<file path="src/rtl/multicycle_control_pkg.sv">
// Shared types and constants for the LEGv8 multi-cycle main control FSM.
// The opcode constants are also used by the ALU control decoder.
package multicycle_control_pkg;

    localparam int OPC_BITS = 11;
    typedef logic [OPC_BITS-1:0] opc_t;

    typedef enum logic [3:0] {
        IDLE    = 4'd0,
        FETCH   = 4'd1,
        DECODE  = 4'd2,
        EXEC_R  = 4'd3,
        WB_R    = 4'd4,
        ADDR    = 4'd5,
        MEM_RD  = 4'd6,
        WB_LD   = 4'd7,
        MEM_WR  = 4'd8,
        BR_CBZ  = 4'd9,
        BR_B    = 4'd10,
        ILLEGAL = 4'd11
    } state_t;

    typedef enum logic [2:0] {
        CLS_RTYPE,
        CLS_LOAD,
        CLS_STORE,
        CLS_CBZ,
        CLS_B,
        CLS_ILL
    } opclass_t;

    localparam logic [1:0] ALUOP_ADD   = 2'b00;
    localparam logic [1:0] ALUOP_PASSB = 2'b01;
    localparam logic [1:0] ALUOP_RTYPE = 2'b10;

    localparam opc_t OPC_ADD  = 11'b100_0101_1000;
    localparam opc_t OPC_SUB  = 11'b110_0101_1000;
    localparam opc_t OPC_AND  = 11'b100_0101_0000;
    localparam opc_t OPC_ORR  = 11'b101_0101_0000;
    localparam opc_t OPC_LDUR = 11'b111_1100_0010;
    localparam opc_t OPC_STUR = 11'b111_1100_0000;

    // CBZ is identified by its top 8 bits, B by its top 6 bits.
    localparam opc_t OPC_CBZ      = 11'b101_1010_0000;
    localparam opc_t OPC_CBZ_MASK = 11'b111_1111_1000;
    localparam opc_t OPC_B        = 11'b000_1010_0000;
    localparam opc_t OPC_B_MASK   = 11'b111_1110_0000;

    function automatic logic opc_match(input opc_t opc, input opc_t value, input opc_t mask);
        return (opc & mask) == (value & mask);
    endfunction

endpackage

</file>
<file path="src/rtl/multicycle_control_opcode_class.sv">
// Combinational opcode classifier: maps an 11-bit LEGv8 opcode to its
// instruction class (R-type, load, store, CBZ, B or illegal).
module mc_opcode_class
    import multicycle_control_pkg::*;
(
    input  opc_t     opc,
    output opclass_t cls
);

    always_comb begin
        cls = CLS_ILL;
        if (opc == OPC_ADD || opc == OPC_SUB || opc == OPC_AND || opc == OPC_ORR) begin
            cls = CLS_RTYPE;
        end else if (opc == OPC_LDUR) begin
            cls = CLS_LOAD;
        end else if (opc == OPC_STUR) begin
            cls = CLS_STORE;
        end else if (opc_match(opc, OPC_CBZ, OPC_CBZ_MASK)) begin
            cls = CLS_CBZ;
        end else if (opc_match(opc, OPC_B, OPC_B_MASK)) begin
            cls = CLS_B;
        end
    end

endmodule

</file>
<file path="src/rtl/multicycle_control.sv">
// LEGv8 multi-cycle main control FSM with memory handshake and retire counter.
// Define MC_ILLEGAL_TRAP_EN to hold in ILLEGAL until reset instead of retiring a NOP.
module multicycle_control
    import multicycle_control_pkg::*;
#(
    parameter int OPC_W = 11,
    parameter int CNT_W = 32
) (
    input  logic             clk,
    input  logic             rst_n,
    input  logic [OPC_W-1:0] opCode,
    input  logic             zero,
    input  logic             mem_ready,
    output logic             mem_req,
    output logic [1:0]       ALUOp,
    output logic             Reg2Loc,
    output logic             ALUSrc,
    output logic             MemtoReg,
    output logic             RegWrite,
    output logic             MemRead,
    output logic             MemWrite,
    output logic             IRWrite,
    output logic             PCWrite,
    output logic             PCSrcUncond,
    output logic             illegal,
    output logic [CNT_W-1:0] instr_count,
    output logic [3:0]       state
);

    state_t   state_q, state_d;
    opc_t     opc_q;
    opc_t     opc_sel;
    opclass_t cls;
    logic     retire;

    // Branch in DECODE on the incoming opcode (the value being latched);
    // everywhere else only the latched copy is visible.
    assign opc_sel = (state_q == DECODE) ? opc_t'(opCode) : opc_q;

    mc_opcode_class u_class (
        .opc (opc_sel),
        .cls (cls)
    );

    // NOTE: sequential state uses non-blocking assignments so every register
    // samples the pre-edge values, independent of statement order.
    always_ff @(posedge clk or negedge rst_n) begin
        if (!rst_n) begin
            state_q     <= IDLE;
            opc_q       <= '0;
            instr_count <= '0;
        end else begin
            state_q <= state_d;
            if (state_q == DECODE) begin
                opc_q <= opc_t'(opCode);
            end
            if (retire) begin
                instr_count <= instr_count + CNT_W'(1);
            end
        end
    end

    // NOTE: every output gets a default before the case so no path can
    // leave a signal unassigned and infer a latch.
    always_comb begin
        state_d     = state_q;
        retire      = 1'b0;
        mem_req     = 1'b0;
        ALUOp       = ALUOP_ADD;
        Reg2Loc     = 1'b0;
        ALUSrc      = 1'b0;
        MemtoReg    = 1'b0;
        RegWrite    = 1'b0;
        MemRead     = 1'b0;
        MemWrite    = 1'b0;
        IRWrite     = 1'b0;
        PCWrite     = 1'b0;
        PCSrcUncond = 1'b0;
        illegal     = 1'b0;

        case (state_q)
            IDLE: state_d = FETCH;
            FETCH: begin
                mem_req = 1'b1;
                MemRead = 1'b1;
                if (mem_ready) begin
                    IRWrite = 1'b1;
                    PCWrite = 1'b1;
                    state_d = DECODE;
                end
            end
            DECODE: begin
                case (cls)
                    CLS_RTYPE:           state_d = EXEC_R;
                    CLS_LOAD, CLS_STORE: state_d = ADDR;
                    CLS_CBZ:             state_d = BR_CBZ;
                    CLS_B:               state_d = BR_B;
                    default:             state_d = ILLEGAL;
                endcase
            end
            EXEC_R: begin
                ALUOp   = ALUOP_RTYPE;
                state_d = WB_R;
            end
            WB_R: begin
                RegWrite = 1'b1;
                retire   = 1'b1;
                state_d  = FETCH;
            end
            ADDR: begin
                ALUSrc  = 1'b1;
                state_d = (cls == CLS_LOAD) ? MEM_RD : MEM_WR;
            end
            MEM_RD: begin
                mem_req = 1'b1;
                MemRead = 1'b1;
                if (mem_ready) begin
                    state_d = WB_LD;
                end
            end
            WB_LD: begin
                RegWrite = 1'b1;
                MemtoReg = 1'b1;
                retire   = 1'b1;
                state_d  = FETCH;
            end
            MEM_WR: begin
                mem_req  = 1'b1;
                MemWrite = 1'b1;
                Reg2Loc  = 1'b1;
                if (mem_ready) begin
                    retire  = 1'b1;
                    state_d = FETCH;
                end
            end
            BR_CBZ: begin
                ALUOp   = ALUOP_PASSB;
                Reg2Loc = 1'b1;
                PCWrite = zero;
                retire  = 1'b1;
                state_d = FETCH;
            end
            BR_B: begin
                PCWrite     = 1'b1;
                PCSrcUncond = 1'b1;
                retire      = 1'b1;
                state_d     = FETCH;
            end
            ILLEGAL: begin
                illegal = 1'b1;
`ifdef MC_ILLEGAL_TRAP_EN
                state_d = ILLEGAL;
`else
                retire  = 1'b1;
                state_d = FETCH;
`endif
            end
            default: state_d = IDLE;
        endcase
    end

    assign state = state_q;

endmodule

</file>
<file path="config.mk">
export PLATFORM = sky130hd
export DESIGN_NAME = multicycle_control
export DESIGN_NICKNAME = d
export VERILOG_FILES = /design/src/rtl/multicycle_control_pkg.sv /design/src/rtl/multicycle_control_opcode_class.sv /design/src/rtl/multicycle_control.sv
export SDC_FILE = /design/constraint.sdc
export NUM_CORES = 1
export LEC_CHECK = 0
export CAP_MARGIN = 10
export CELL_PAD_IN_SITES_DETAIL_PLACEMENT = 0
export CELL_PAD_IN_SITES_GLOBAL_PLACEMENT = 1
export CORE_MARGIN = 2
export CORE_UTILIZATION = 51
export CTS_CLUSTER_DIAMETER = 120
export DETAILED_ROUTE_END_ITERATION = 16
export DONT_BUFFER_PORTS = 1
export PLACE_DENSITY_LB_ADDON = 0.1
export SLEW_MARGIN = 25
export SYNTH_ARGS = -nofsm -noshare
export SYNTH_HDL_FRONTEND = slang
export SYNTH_SLANG_ARGS = --single-unit
</file>
<file path="constraint.sdc">
create_clock -name clk -period 3 [get_ports clk]
set_input_delay 0.6 -clock clk [delete_from_list [all_inputs] [get_ports clk]]
set_output_delay 0.6 -clock clk [all_outputs]
set_load 0.03 [all_outputs]
</file>
==> flow_metrics.py <==
metrics = {
    "synthesis": {
        "seq_area_frac_synth_pct": 48.7,
        "synth_flop_cell": "dfrtp_1",
        "synth_nets": 269,
        "synth_compound_area_share_pct": 8.35,
        "ys_warn_count": 0,
        "synth_xor_area_share_pct": 11.6,
        "synth_edf_count": 0,
        "yosys.area.top_type": "dfrtp_1",
        "synthesis.area_sq_um": 2410,
        "synth-simple-area-share_pct": 27.4,
        "synth_top_family_by_area": "simple AND/OR/NAND/NOR gates",
        "avgSynthCellArea_sq_um": 9.54,
        "synth_cells": 253,
        "yosys_register_bits": 47,
        "synthAdderAreaFrac_pct": 0.518,
        "synth.area.mux_share_pct": 0.881,
        "synth_area_leaders": "dfrtp_1 (49%), xor2_1 (8.3%), nand2_1 (7.9%)",
        "synth_cell_types": 44,
        "synth.top_cell.area_share_pct": 48.7,
        "async_flop_share_pct": 100,
    },
    "critical_path": {
        "cp_num_buf_inv": 0,
        "path_cells": "nand2b_1 > o2bb2ai_1 > or2_2",
        "arrival_ps": 1970,
        "cp_top_family": "compound AO/OA/AOI/OAI gates",
        "worstSetupStartpointType": "register",
        "cp-end-kind": "output pin",
        "slowest_stage": "o2bb2ai_1",
        "slowest_delay_ps": 600,
        "cp_max_fo": 12,
        "worstSetupPathType": "register to output pin",
        "worstPathRequired_ps": 2400,
    },
    "job": {
        "cap_violations": 0,
    },
    "global_route": {
        "grt_first_pass_wirelength_um": 8210,
        "grt_antenna_before_repair": 0,
        "grt_pass1_vias": 1755,
        "grt_use_total_pct": 19.7,
        "globalRoute.totalOverflow": 0,
        "grt_max_degree": 48,
    },
    "clocking": {
        "cts-htree-levels": 2,
        "clock_sinks": 47,
        "cts_tree": "built",
        "cts.reportedPaths.clkPinSlew_ps": 90,
        "holdBufCountCts": 1,
        "clkLatencyLatePin_ps": 290,
        "numCtsBuffers": 5,
        "post-cts-setup-buffer-count": 0,
        "cts_resized": 0,
        "cts-root-buf": "clkbuf_8",
        "clockBufferDepth": 2,
    },
    "route": {
        "dr.pass1.iters": 4,
        "wl_per_cell_um": 15.5,
        "vias": 1763,
        "via_per_inst": 5.54,
        "drtAntennaViolNets": 0,
        "drc_errors": 0,
        "first_iter_violations": 91,
        "wirelength_um": 4920,
    },
    "placement": {
        "gp_congestion": 0.769,
        "dpl_cell_area_sq_um": 2530,
        "hpwl_um": 3600,
        "io_buffers": 0,
    },
    "pwr": {
        "combPwrFrac_pct": 37.4,
        "clkPwrFrac_pct": 16.3,
        "leakage_uw": 0.00126,
        "powerDensity_nw_per_um2": 830,
        "p_sw_uw": 972,
        "swShare_pct": 44.4,
        "internal_power_uw": 1220,
        "seq_power_share_pct": 46.2,
        "ir_drop_mv": 0.374,
    },
    "timing": {
        "rsz0062_at_grt": "no",
        "period_needed_ps": 2570,
        "fin_crit_sh_pct": 85.5,
        "max_clock_freq_ghz": 0.390,
        "finalMaxSlewViolations": 0,
        "hold_viol": 0,
        "finClkSkew_ps": 10.5,
        "setup_viol": 0,
        "slew-limit-headroom_pct": 52.0,
        "fin_setup_tns_ps": 0,
        "worstMarginPinSlew_ps": 720,
    },
    "floorplanning": {
        "initial_core_util_pct": 52.1,
        "pin_count": 64,
        "die_w_um": 72.8,
        "die_height_um": 72.8,
        "die_area_sq_um": 5300,
        "rows": 25,
        "core_sq_um": 4630,
    },
    "final_layout": {
        "antenna_cells": 0,
        "layout_common_cells": "nand2_1 (51), dfrtp_1 (47), xor2_1 (23), nor2_1 (22), nor3_1 (16)",
        "design_area_sq_um": 2640,
        "layout.nets": 280,
        "drive_gt1_share_pct": 11.0,
        "final_common_cell": "nand2_1",
        "n_fill_cell": 428,
        "area_growth_pct": 9.38,
    },
    "worst_hold_path": {
        "hold_class": "input pin to async pin",
    },
    "outcome": {
        "outcome": "finished, final reports clean",
    },
}
-- logic make-up (layout without fill, tap and decap cells) --
logic type	after synthesis	after routing
AO/OA/AOI/OAI	25	25
multiplexers	2	2
flip-flops	47	47
buffers and inverters	15	26
adder cells (fa/ha/maj)	1	1
AND/OR/NAND/NOR	131	131
XOR/XNOR	32	32
-- sequential cells by signal, summed over array words and instances (netlist names) --
signal,flops
instr_count,32
opc_q,11
state,4
-- power by group through the flow --
stage	clock network [uW]	registers [uW]	logic, uW
2_1_floorplan	0	1010	632
3_3_place_gp	0	1020	805
3_5_place_dp	0	1020	810
4_1_cts	374	1010	827
5_1_grt	406	1030	907
6_report	358	1010	821
-- routing by layer --
layer  global-route usage, %  part of all wire [%]  vias to the layer above
li1                        -                     -                      882
met1                    26.4                    47                      840
met2                    31.2                    47                       39
met3                    6.35                   5.4                        2
met4                    4.94                  0.57                        0
met5                       0                     0                        -
-- through the flow --
stage          total power (uW)  hold WS (ps)  utilization [%]  cells  setup slack (ps)
2_1_floorplan              1640           304                -    253               438
4_1_cts                    2210           140             57.0    318               424
5_1_grt                    2350           129             57.0    318               306
3_5_place_dp               1830           306             54.6    310               750
3_3_place_gp               1820           306             54.6    310               771
6_report                   2190           134             57.0    318               434
-- cells in the mapped netlist (2+ instances only) --
| cell | number |
|---|---|
| xnor2_1 | 9 |
| nand4_1 | 3 |
| nand3_1 | 8 |
| a31oi_1 | 2 |
| o211ai_2 | 2 |
| xor2_1 | 23 |
| o21ai_0 | 5 |
| nor4b_1 | 2 |
| nor2b_1 | 5 |
| and4_1 | 3 |
| clkbuf_1 | 3 |
| buf_1 | 2 |
| inv_1 | 7 |
| nand2b_1 | 4 |
| o211ai_1 | 2 |
| buf_2 | 3 |
| o21a_1 | 2 |
| a21oi_1 | 4 |
| and3_1 | 5 |
| nand2_1 | 51 |
| dfrtp_1 | 47 |
| or2_2 | 3 |
| nor2_1 | 22 |
| nor3_1 | 16 |
-- cell type report --
| class | count | area (sq um) | share of cell area, % |
|---|---|---|---|
| timing repair buffer | 12 | 110 | 4.17 |
| multi-input combinational | 191 | 1180 | 44.6 |
| sequential | 47 | 1180 | 44.5 |
| tap | 54 | 67.6 | 2.56 |
| clock buffer | 5 | 68.8 | 2.61 |
| inverter | 7 | 26.3 | 0.995 |
| clock inverter | 2 | 13.8 | 0.521 |
-- worst paths after layout --
| path | start | to | slack [ps] | cells past startpoint |
|---|---|---|---|---|
| setup / recovery | state[0] | mem_req | 430 | 3 |
| hold / removal | rst_n | instr_count[5] | 130 | 1 |
| setup reg to reg | state[1] | instr_count[29] | 800 | 6 |
| hold reg to reg | opc_q[10] | opc_q[10] | 470 | 2 |
| max in group asynchronous | rst_n | opc_q[6] | 2640 | 1 |
| min in group clk | opCode[1] | opc_q[1] | 420 | 2 |
Power figures use the tool's default switching activity.
